### src/rtl/actor_pkg.sv
// Shared constants and types for the actor mover: key codes, door codes
// and the movement FSM state encoding.
package actor_pkg;

  // Keyboard scan codes the mover reacts to
  localparam logic [7:0] KEY_LEFT   = 8'd4;
  localparam logic [7:0] KEY_RIGHT  = 8'd7;
  localparam logic [7:0] KEY_DOWN   = 8'd22;
  localparam logic [7:0] KEY_UP     = 8'd26;
  localparam logic [7:0] KEY_ATTACK = 8'd44;

  // Door taken on the last commit (0 = stayed in the room)
  localparam logic [2:0] DOOR_NONE  = 3'd0;
  localparam logic [2:0] DOOR_EAST  = 3'd1;
  localparam logic [2:0] DOOR_WEST  = 3'd2;
  localparam logic [2:0] DOOR_NORTH = 3'd3;
  localparam logic [2:0] DOOR_SOUTH = 3'd4;

  typedef enum logic [2:0] {
    IDLE    = 3'd0,
    PROBE_A = 3'd1,
    PROBE_B = 3'd2,
    CHECK   = 3'd3,
    COMMIT  = 3'd4
  } state_t;

  // True for the four direction keys that need a collision probe
  function automatic logic is_move_key(input logic [7:0] key);
    return (key == KEY_LEFT) || (key == KEY_RIGHT) ||
           (key == KEY_DOWN) || (key == KEY_UP);
  endfunction

endpackage

### src/rtl/frame_edge_detect.sv
// Turns the slow frame_clk level into a one-Clk pulse on its rising edge.
module frame_edge_detect (
  input  logic Clk,
  input  logic Reset_n,
  input  logic frame_clk,
  output logic rise
);

  logic frame_d;

  // Remember last cycle's frame_clk level
  // NOTE: sequential state uses non-blocking assignments so every flop
  // samples pre-edge values regardless of block evaluation order.
  always_ff @(posedge Clk or negedge Reset_n) begin
    if (!Reset_n) frame_d <= 1'b0;
    else          frame_d <= frame_clk;
  end

  assign rise = frame_clk & ~frame_d;

endmodule

### src/rtl/actor_mover.sv
// Per-frame actor movement: probes two sprite corners in an external
// collision ROM, then commits the move (or a 1-pixel bounce), handles room
// doors and the attack/cooldown timer.
module actor_mover
  import actor_pkg::*;
#(
  parameter int SIZE         = 32,
  parameter int STEP         = 3,
  parameter int START_X      = 336,
  parameter int START_Y      = 400,
  parameter int Y_TOP        = 32,
  parameter int Y_BOT        = 447,
  parameter int X_EDGE       = 607,
  parameter int X_MAX        = 639,
  parameter int ATK_FRAMES   = 8,
  parameter int ATK_COOLDOWN = 16
) (
  input  logic       Clk,
  input  logic       Reset_n,
  input  logic       frame_clk,
  input  logic [7:0] keycode,
  input  logic [2:0] room,
  output logic [9:0] probe_x,
  output logic [9:0] probe_y,
  output logic [2:0] probe_room,
  input  logic       probe_wall,
  output logic [9:0] pos_x,
  output logic [9:0] pos_y,
  output logic [2:0] doorcode,
  output logic       attack,
  output logic       busy
);

  localparam logic [9:0] STEP_V   = 10'(STEP);
  localparam logic [9:0] SIZE_V   = 10'(SIZE);
  localparam logic [9:0] START_XV = 10'(START_X);
  localparam logic [9:0] START_YV = 10'(START_Y);
  localparam logic [9:0] Y_TOP_V  = 10'(Y_TOP);
  localparam logic [9:0] Y_BOT_V  = 10'(Y_BOT);
  localparam logic [9:0] X_EDGE_V = 10'(X_EDGE);
  localparam logic [9:0] X_MAX_V  = 10'(X_MAX);

  // The commit that ends the attack is the first cooldown commit, so the
  // cooldown counter is loaded one short of the full cooldown length.
  localparam int ATK_W   = $clog2(ATK_FRAMES + 1);
  localparam int CD_W    = (ATK_COOLDOWN > 1) ? $clog2(ATK_COOLDOWN) : 1;
  localparam int CD_LOAD = (ATK_COOLDOWN > 0) ? ATK_COOLDOWN - 1 : 0;

  state_t           state, state_nxt;
  logic             rise, accept;
  logic [7:0]       key_q;
  logic             wall_a, wall_b;
  logic [9:0]       next_x, next_y;
  logic [2:0]       door_nxt;
  logic [ATK_W-1:0] atk_cnt;
  logic [CD_W-1:0]  cd_cnt;

  frame_edge_detect u_edge (
    .Clk       (Clk),
    .Reset_n   (Reset_n),
    .frame_clk (frame_clk),
    .rise      (rise)
  );

  // Frame ticks arriving while a move is in flight are dropped
  assign accept = rise && (state == IDLE);
  assign busy   = (state != IDLE);

  // Candidate position for key, then corner A or B of the sprite there
  function automatic logic [19:0] corner(input logic [7:0] key,
                                         input logic [9:0] px,
                                         input logic [9:0] py,
                                         input logic       sel_b);
    logic [9:0] cx, cy, x, y;
    cx = px;
    cy = py;
    case (key)
      KEY_LEFT:  cx = px - STEP_V;
      KEY_RIGHT: cx = px + STEP_V;
      KEY_DOWN:  cy = py + STEP_V;
      KEY_UP:    cy = py - STEP_V;
      default:   ;
    endcase
    x = cx;
    y = cy;
    case (key)
      KEY_LEFT:  y = sel_b ? cy + SIZE_V : cy;
      KEY_RIGHT: begin
        x = cx + SIZE_V;
        y = sel_b ? cy + SIZE_V : cy;
      end
      KEY_DOWN: begin
        y = cy + SIZE_V;
        x = sel_b ? cx + SIZE_V : cx;
      end
      KEY_UP:    x = sel_b ? cx + SIZE_V : cx;
      default:   ;
    endcase
    return {x, y};
  endfunction

  // FSM state register
  always_ff @(posedge Clk or negedge Reset_n) begin
    if (!Reset_n) state <= IDLE;
    else          state <= state_nxt;
  end

  // FSM next state: probe sequence for direction keys, straight to commit otherwise
  // NOTE: every output of a combinational block gets a default first, so no
  // path leaves it unassigned and no latch is inferred.
  always_comb begin
    state_nxt = state;
    case (state)
      IDLE:    if (accept) state_nxt = is_move_key(keycode) ? PROBE_A : COMMIT;
      PROBE_A: state_nxt = PROBE_B;
      PROBE_B: state_nxt = CHECK;
      CHECK:   state_nxt = COMMIT;
      COMMIT:  state_nxt = IDLE;
      default: state_nxt = IDLE;
    endcase
  end

  // Latch the frame's key/room, drive probe addresses, collect wall results
  always_ff @(posedge Clk or negedge Reset_n) begin
    if (!Reset_n) begin
      key_q      <= 8'd0;
      probe_room <= 3'd0;
      probe_x    <= 10'd0;
      probe_y    <= 10'd0;
      wall_a     <= 1'b0;
      wall_b     <= 1'b0;
    end else if (accept) begin
      key_q      <= keycode;
      probe_room <= room;
      wall_a     <= 1'b0;
      wall_b     <= 1'b0;
      if (is_move_key(keycode)) {probe_x, probe_y} <= corner(keycode, pos_x, pos_y, 1'b0);
    end else begin
      case (state)
        PROBE_A: {probe_x, probe_y} <= corner(key_q, pos_x, pos_y, 1'b1);
        PROBE_B: wall_a <= probe_wall;
        CHECK:   wall_b <= probe_wall;
        default: ;
      endcase
    end
  end

  // Commit target: move or bounce, then door override from the pre-move position
  always_comb begin
    next_x   = pos_x;
    next_y   = pos_y;
    door_nxt = DOOR_NONE;
    case (key_q)
      KEY_LEFT:  next_x = (wall_a | wall_b) ? pos_x + 10'd1 : pos_x - STEP_V;
      KEY_RIGHT: next_x = (wall_a | wall_b) ? pos_x - 10'd1 : pos_x + STEP_V;
      KEY_DOWN:  next_y = (wall_a | wall_b) ? pos_y - 10'd1 : pos_y + STEP_V;
      KEY_UP:    next_y = (wall_a | wall_b) ? pos_y + 10'd1 : pos_y - STEP_V;
      default:   ;
    endcase
    if (pos_y < Y_TOP_V) begin
      next_y   = Y_BOT_V;
      door_nxt = DOOR_NORTH;
    end else if (pos_y > Y_BOT_V) begin
      next_y   = Y_TOP_V;
      door_nxt = DOOR_SOUTH;
    end else if ((pos_x == 10'd0) || (pos_x > X_MAX_V)) begin
      next_x   = X_EDGE_V;
      door_nxt = DOOR_WEST;
    end else if (pos_x > X_EDGE_V) begin
      next_x   = 10'd1;
      door_nxt = DOOR_EAST;
    end
  end

  // Position, door and attack/cooldown timer update once per commit
  always_ff @(posedge Clk or negedge Reset_n) begin
    if (!Reset_n) begin
      pos_x    <= START_XV;
      pos_y    <= START_YV;
      doorcode <= DOOR_NONE;
      attack   <= 1'b0;
      atk_cnt  <= '0;
      cd_cnt   <= '0;
    end else if (state == COMMIT) begin
      pos_x    <= next_x;
      pos_y    <= next_y;
      doorcode <= door_nxt;
      if (attack) begin
        if (atk_cnt <= ATK_W'(1)) begin
          attack <= 1'b0;
          cd_cnt <= CD_W'(CD_LOAD);
        end else begin
          atk_cnt <= atk_cnt - ATK_W'(1);
        end
      end else if (cd_cnt != '0) begin
        cd_cnt <= cd_cnt - CD_W'(1);
      end else if (key_q == KEY_ATTACK) begin
        attack  <= 1'b1;
        atk_cnt <= ATK_W'(ATK_FRAMES);
      end
    end
  end

endmodule

### config.mk
export PLATFORM = sky130hd
export DESIGN_NAME = actor_mover
export DESIGN_NICKNAME = d
export VERILOG_FILES = /design/src/rtl/actor_pkg.sv /design/src/rtl/frame_edge_detect.sv /design/src/rtl/actor_mover.sv
export SDC_FILE = /design/constraint.sdc
export NUM_CORES = 1
export LEC_CHECK = 0
export BUFFER_PORTS_ARGS = -buffer_cell sky130_fd_sc_hd__buf_2
export CELL_PAD_IN_SITES_DETAIL_PLACEMENT = 0
export CELL_PAD_IN_SITES_GLOBAL_PLACEMENT = 2
export CORE_ASPECT_RATIO = 1.25
export CORE_MARGIN = 1
export CORE_UTILIZATION = 38
export CTS_CLUSTER_DIAMETER = 50
export CTS_CLUSTER_SIZE = 16
export DETAILED_ROUTE_END_ITERATION = 12
export GPL_TIMING_DRIVEN = 1
export PLACE_DENSITY_LB_ADDON = 0.1
export SYNTH_ARGS = -nofsm -noshare
export SYNTH_HDL_FRONTEND = slang
export SYNTH_SLANG_ARGS = --single-unit
### constraint.sdc
create_clock -name Clk -period 5.6 [get_ports Clk]
set_clock_uncertainty 0.2 [all_clocks]
set_input_delay 0.56 -clock Clk [delete_from_list [all_inputs] [get_ports Clk]]
set_output_delay 0.56 -clock Clk [all_outputs]
set_load 0.01 [all_outputs]
==> out/summary.md <==
• **Period minus WS final** 3.62 ns
• **RD Place Congestion** 0.882
• **worst skew pair latency** 0.35 ns
• **run status** complete, no violations
• **synthesized netlist net count** 821
• **total setup violations reported at the end of the flow** 0
• **path class of the lowest-slack min-delay path** primary input to flop
• **TritonCTS clock tree** yes
• **Max-cap violations** 0
• **Reg2Reg Capture Point** probe_y[9]
• **Seq/Total Area, Yosys** 0.288
• **power share of the sequential group** 0.311
• **area of the die** 16400 um^2
• **Worst VDD drop** 0.272 mV
• **portion of total power attributed to combinational logic** 0.501
• **register-to-register path setup slack** 1.98 ns
• **Synth Warn #** 0
• **setup tns final** 0 ns
• **crit path capture** probe_y[9]
• **count of state elements after synthesis** 69
• **total number of vias** 6379
• **final max-slew violation count** 0
• **worst endpoint required time** 5.62 ns
• **Clock Pin Slew Worst Setup and Hold Paths** 0.06 ns
• **number of fillers in the final layout** 1626
• **Finished Cell Area** 6790 um^2
• **Power Dens Cells** 541 nW/um^2
• **buffer depth of the longest clock path** 2
• **pin count of the biggest net entering global routing** 70
• **net total in the final layout** 843
• **library cell with the highest instance count after synthesis** sky130_fd_sc_hd__nand2_1
• **hold violation count in the final report** 0
• **global-route total usage across every layer** 0.277
• **path depth of the worst reg2reg path** 10
• **# port buffers** 62
• **residual antenna-violating net count after detailed routing** 0
• **Detailed Place HPWL** 15.8 mm
• **biggest fanout along the worst timing path** 17
• **Post-CTS Hold Fix Bufs** 0
• **Avg Synthesized Cell Area** 7.58 um^2
• **slew at the pin closest to its max-slew limit** 1.09 ns
• **count of TritonRoute iterations in the first routing pass** 8
• **final clock period utilization by the worst path** 0.646
• **LEAKAGE** 2.72 nW
• **starting utilization of the core area** 0.387
• **CTS root buffer** sky130_fd_sc_hd__clkbuf_16
• **dominant register cell in the synthesized netlist** sky130_fd_sc_hd__dfrtp_1
• **die outline height** 143 um
• **cell area after technology mapping** 6020 um^2
• **ratio of routed vias to standard cells** 6.17
• **wire length reported by the detailed router** 21.8 mm
• **library cells used by synthesis** 76
• **library cell with the largest summed area after synthesis** sky130_fd_sc_hd__dfrtp_1
• **violation count after the first detailed-routing iteration** 434
• **vias in the first global route** 5997
• **net switching power figure** 1.80 mW
• **Sink Count** 69
• **instance area after placement** 6430 um^2
• **most area-consuming cells after synthesis** sky130_fd_sc_hd__dfrtp_1 26%, sky130_fd_sc_hd__nand2_1 7.3%, sky130_fd_sc_hd__o21ai_0 5.5%
• **average detailed-routed wire length per instance** 21.1 um
• **endpoint type of the worst setup path** flop
• **global-route wire length before repair** 34.2 mm
• **launch point of the worst path** pos_y[0]
• **Post-synth EDFFs** 0
• **number of primary I/O pins** 63
• **Critical Path AT** 3.63 ns
• **internal power of the cells** 1.87 mW
• **number of buffers added by the clock tree synthesis step** 9
• **drc violations** 0
• **post-CTS setup-driven buffer insertion count** 0
• **setup repair after global routing missed its margin** no
• **top cells by count, synth** 117 x sky130_fd_sc_hd__nand2_1, 66 x sky130_fd_sc_hd__o21ai_0, 63 x sky130_fd_sc_hd__dfrtp_1, 63 x sky130_fd_sc_hd__nor2_1, 48 x sky130_fd_sc_hd__clkbuf_1
• **number of cells in the finished layout apart from fillers** 1034
• **Layout area overhead** 12.6%
• **Setup CP Type** flop to flop
• **worst hold margin** 0.139 ns
• **max_slew headroom** 0.275
• **share of final-layout standard cells stronger than drive strength 1** 0.145
• **post-layout util** 0.436
• **origin of the critical flop-to-flop path** pos_y[0]
• **Setup crit start kind** flop
• **diodes inserted** 0
• **share of total power consumed by net switching** 0.490
• **async set-or-reset flop fraction in the synthesized netlist** 1.00
• **top cell type's share of synthesized area** 0.262
• **number of antenna violations at the first check in global routing** 0
• **total congestion overflow after global routing** 0
• **upper clock frequency limit** 277 MHz
• **CTS HTree Levels** 3
• **site row count** 51
• **Die X-Extent** 115 um
• **cell count after synthesis** 795
• **core box area** 15600 um^2
• **part of the power in the clock network** 0.188
• **number of cells upsized or downsized after cts** 0
• **Placed Cells** 1018
cell type report:
cell class | count | area (um^2) | share of cell area
multi-input combinational | 643 | 3970 | 0.584
sequential | 69 | 1730 | 0.256
timing repair buffer | 73 | 392 | 0.0577
tap | 212 | 265 | 0.0391
clock buffer | 11 | 243 | 0.0358
clock inverter | 5 | 108 | 0.0159
inverter | 21 | 78.8 | 0.0116
worst max-delay path, cell delays in order, from the launching register on:
cell                        delay (ns)
sky130_fd_sc_hd__dfrtp_1          0.59
sky130_fd_sc_hd__a2111oi_0        0.94
sky130_fd_sc_hd__nor2_1           0.09
sky130_fd_sc_hd__a211oi_1         0.25
sky130_fd_sc_hd__xnor2_1          0.15
sky130_fd_sc_hd__ha_1             0.19
sky130_fd_sc_hd__o21ai_0          0.09
sky130_fd_sc_hd__a311oi_1         0.38
sky130_fd_sc_hd__xnor2_1          0.11
sky130_fd_sc_hd__a2111oi_0        0.41
sky130_fd_sc_hd__a211oi_1         0.09
routing by layer:
metal,wire (um),share of wire,global-route usage,up-vias
met5,0,0,0,-
met4,1210,0.056,0.167,0
li1,-,-,-,2992
met3,962,0.044,0.0344,58
met2,10700,0.49,0.466,242
met1,8920,0.41,0.337,3087
how the worst min path moves through the flow:
| stage | startpoint | to | slack (ns) | cells after the start |
|---|---|---|---|---|
| floorplan | Reset_n | atk_cnt[0] | 0.06 | 0 |
| global placement | probe_room[2] | probe_room[2] | 0.25 | 2 |
| detailed placement | probe_room[2] | probe_room[2] | 0.26 | 2 |
| CTS | frame_clk | u_edge.frame_d | 0.13 | 1 |
| global route | frame_clk | u_edge.frame_d | 0.13 | 1 |
| finish | frame_clk | u_edge.frame_d | 0.14 | 1 |
through the flow:
stage / power (mW) / worst slack, ns
after global routing: 3.95 / 1.62
after detailed placement: 2.97 / 1.79
after floorplan: 2.32 / 2.24
after global placement: 2.95 / 1.83
final: 3.67 / 1.98
after CTS: 3.67 / 1.98
cells by family after synthesis:
group | after synthesis | synth area share
simple gates | 321 | 0.260
xor+xnor | 43 | 0.0638
mux | 12 | 0.0206
compound gates | 256 | 0.288
flops | 69 | 0.288
buf+inv | 83 | 0.0561
fa+ha+maj | 11 | 0.0228
registers in the layout, summed over array words and instances, names as in the netlist:
signal	count
doorcode	3
state	3
key_q	8
pos_y	10
wall_a	1
wall_b	1
u_edge.frame_d	1
cd_cnt	4
attack	1
atk_cnt	4
probe_y	10
probe_x	10
pos_x	10
probe_room	3
placed cells by master, fill, tap and decap left out, types with 5 or more instances in the layout:
cell	instances
sky130_fd_sc_hd__nand2_1	117
sky130_fd_sc_hd__o21ai_0	66
sky130_fd_sc_hd__nor2_1	63
sky130_fd_sc_hd__dfrtp_1	63
sky130_fd_sc_hd__buf_2	61
sky130_fd_sc_hd__a21oi_1	44
sky130_fd_sc_hd__xnor2_1	30
sky130_fd_sc_hd__nor3_1	23
sky130_fd_sc_hd__inv_1	21
sky130_fd_sc_hd__nand4_1	17
sky130_fd_sc_hd__a211oi_1	16
sky130_fd_sc_hd__a31oi_1	16
sky130_fd_sc_hd__nand3_1	15
sky130_fd_sc_hd__o22ai_1	14
sky130_fd_sc_hd__and3_1	12
sky130_fd_sc_hd__or3_1	12
sky130_fd_sc_hd__xor2_1	12
sky130_fd_sc_hd__o221ai_1	11
sky130_fd_sc_hd__ha_1	11
sky130_fd_sc_hd__buf_4	11
sky130_fd_sc_hd__mux2i_1	9
sky130_fd_sc_hd__clkbuf_16	9
sky130_fd_sc_hd__nand3b_1	8
sky130_fd_sc_hd__nor4_1	8
sky130_fd_sc_hd__a22o_1	8
sky130_fd_sc_hd__o31ai_1	8
sky130_fd_sc_hd__o211ai_1	7
sky130_fd_sc_hd__or2_2	7
sky130_fd_sc_hd__and2_1	7
sky130_fd_sc_hd__a22oi_1	7
sky130_fd_sc_hd__dfstp_2	6
sky130_fd_sc_hd__nor2b_1	5
sky130_fd_sc_hd__o2111ai_1	5
sky130_fd_sc_hd__a2111oi_0	5
sky130_fd_sc_hd__nand2b_1	5
sky130_fd_sc_hd__or4_1	5
power by group through the flow:
stage          clock network (mW)  registers (mW)  logic [mW]
2_1_floorplan                   0           0.933        1.39
3_3_place_gp                    0            1.13        1.81
3_5_place_dp                    0            1.14        1.83
4_1_cts                     0.704            1.13        1.84
5_1_grt                     0.723            1.19        2.04
6_report                    0.692            1.14        1.84
Note: power is estimated with default switching activity, not from simulation.
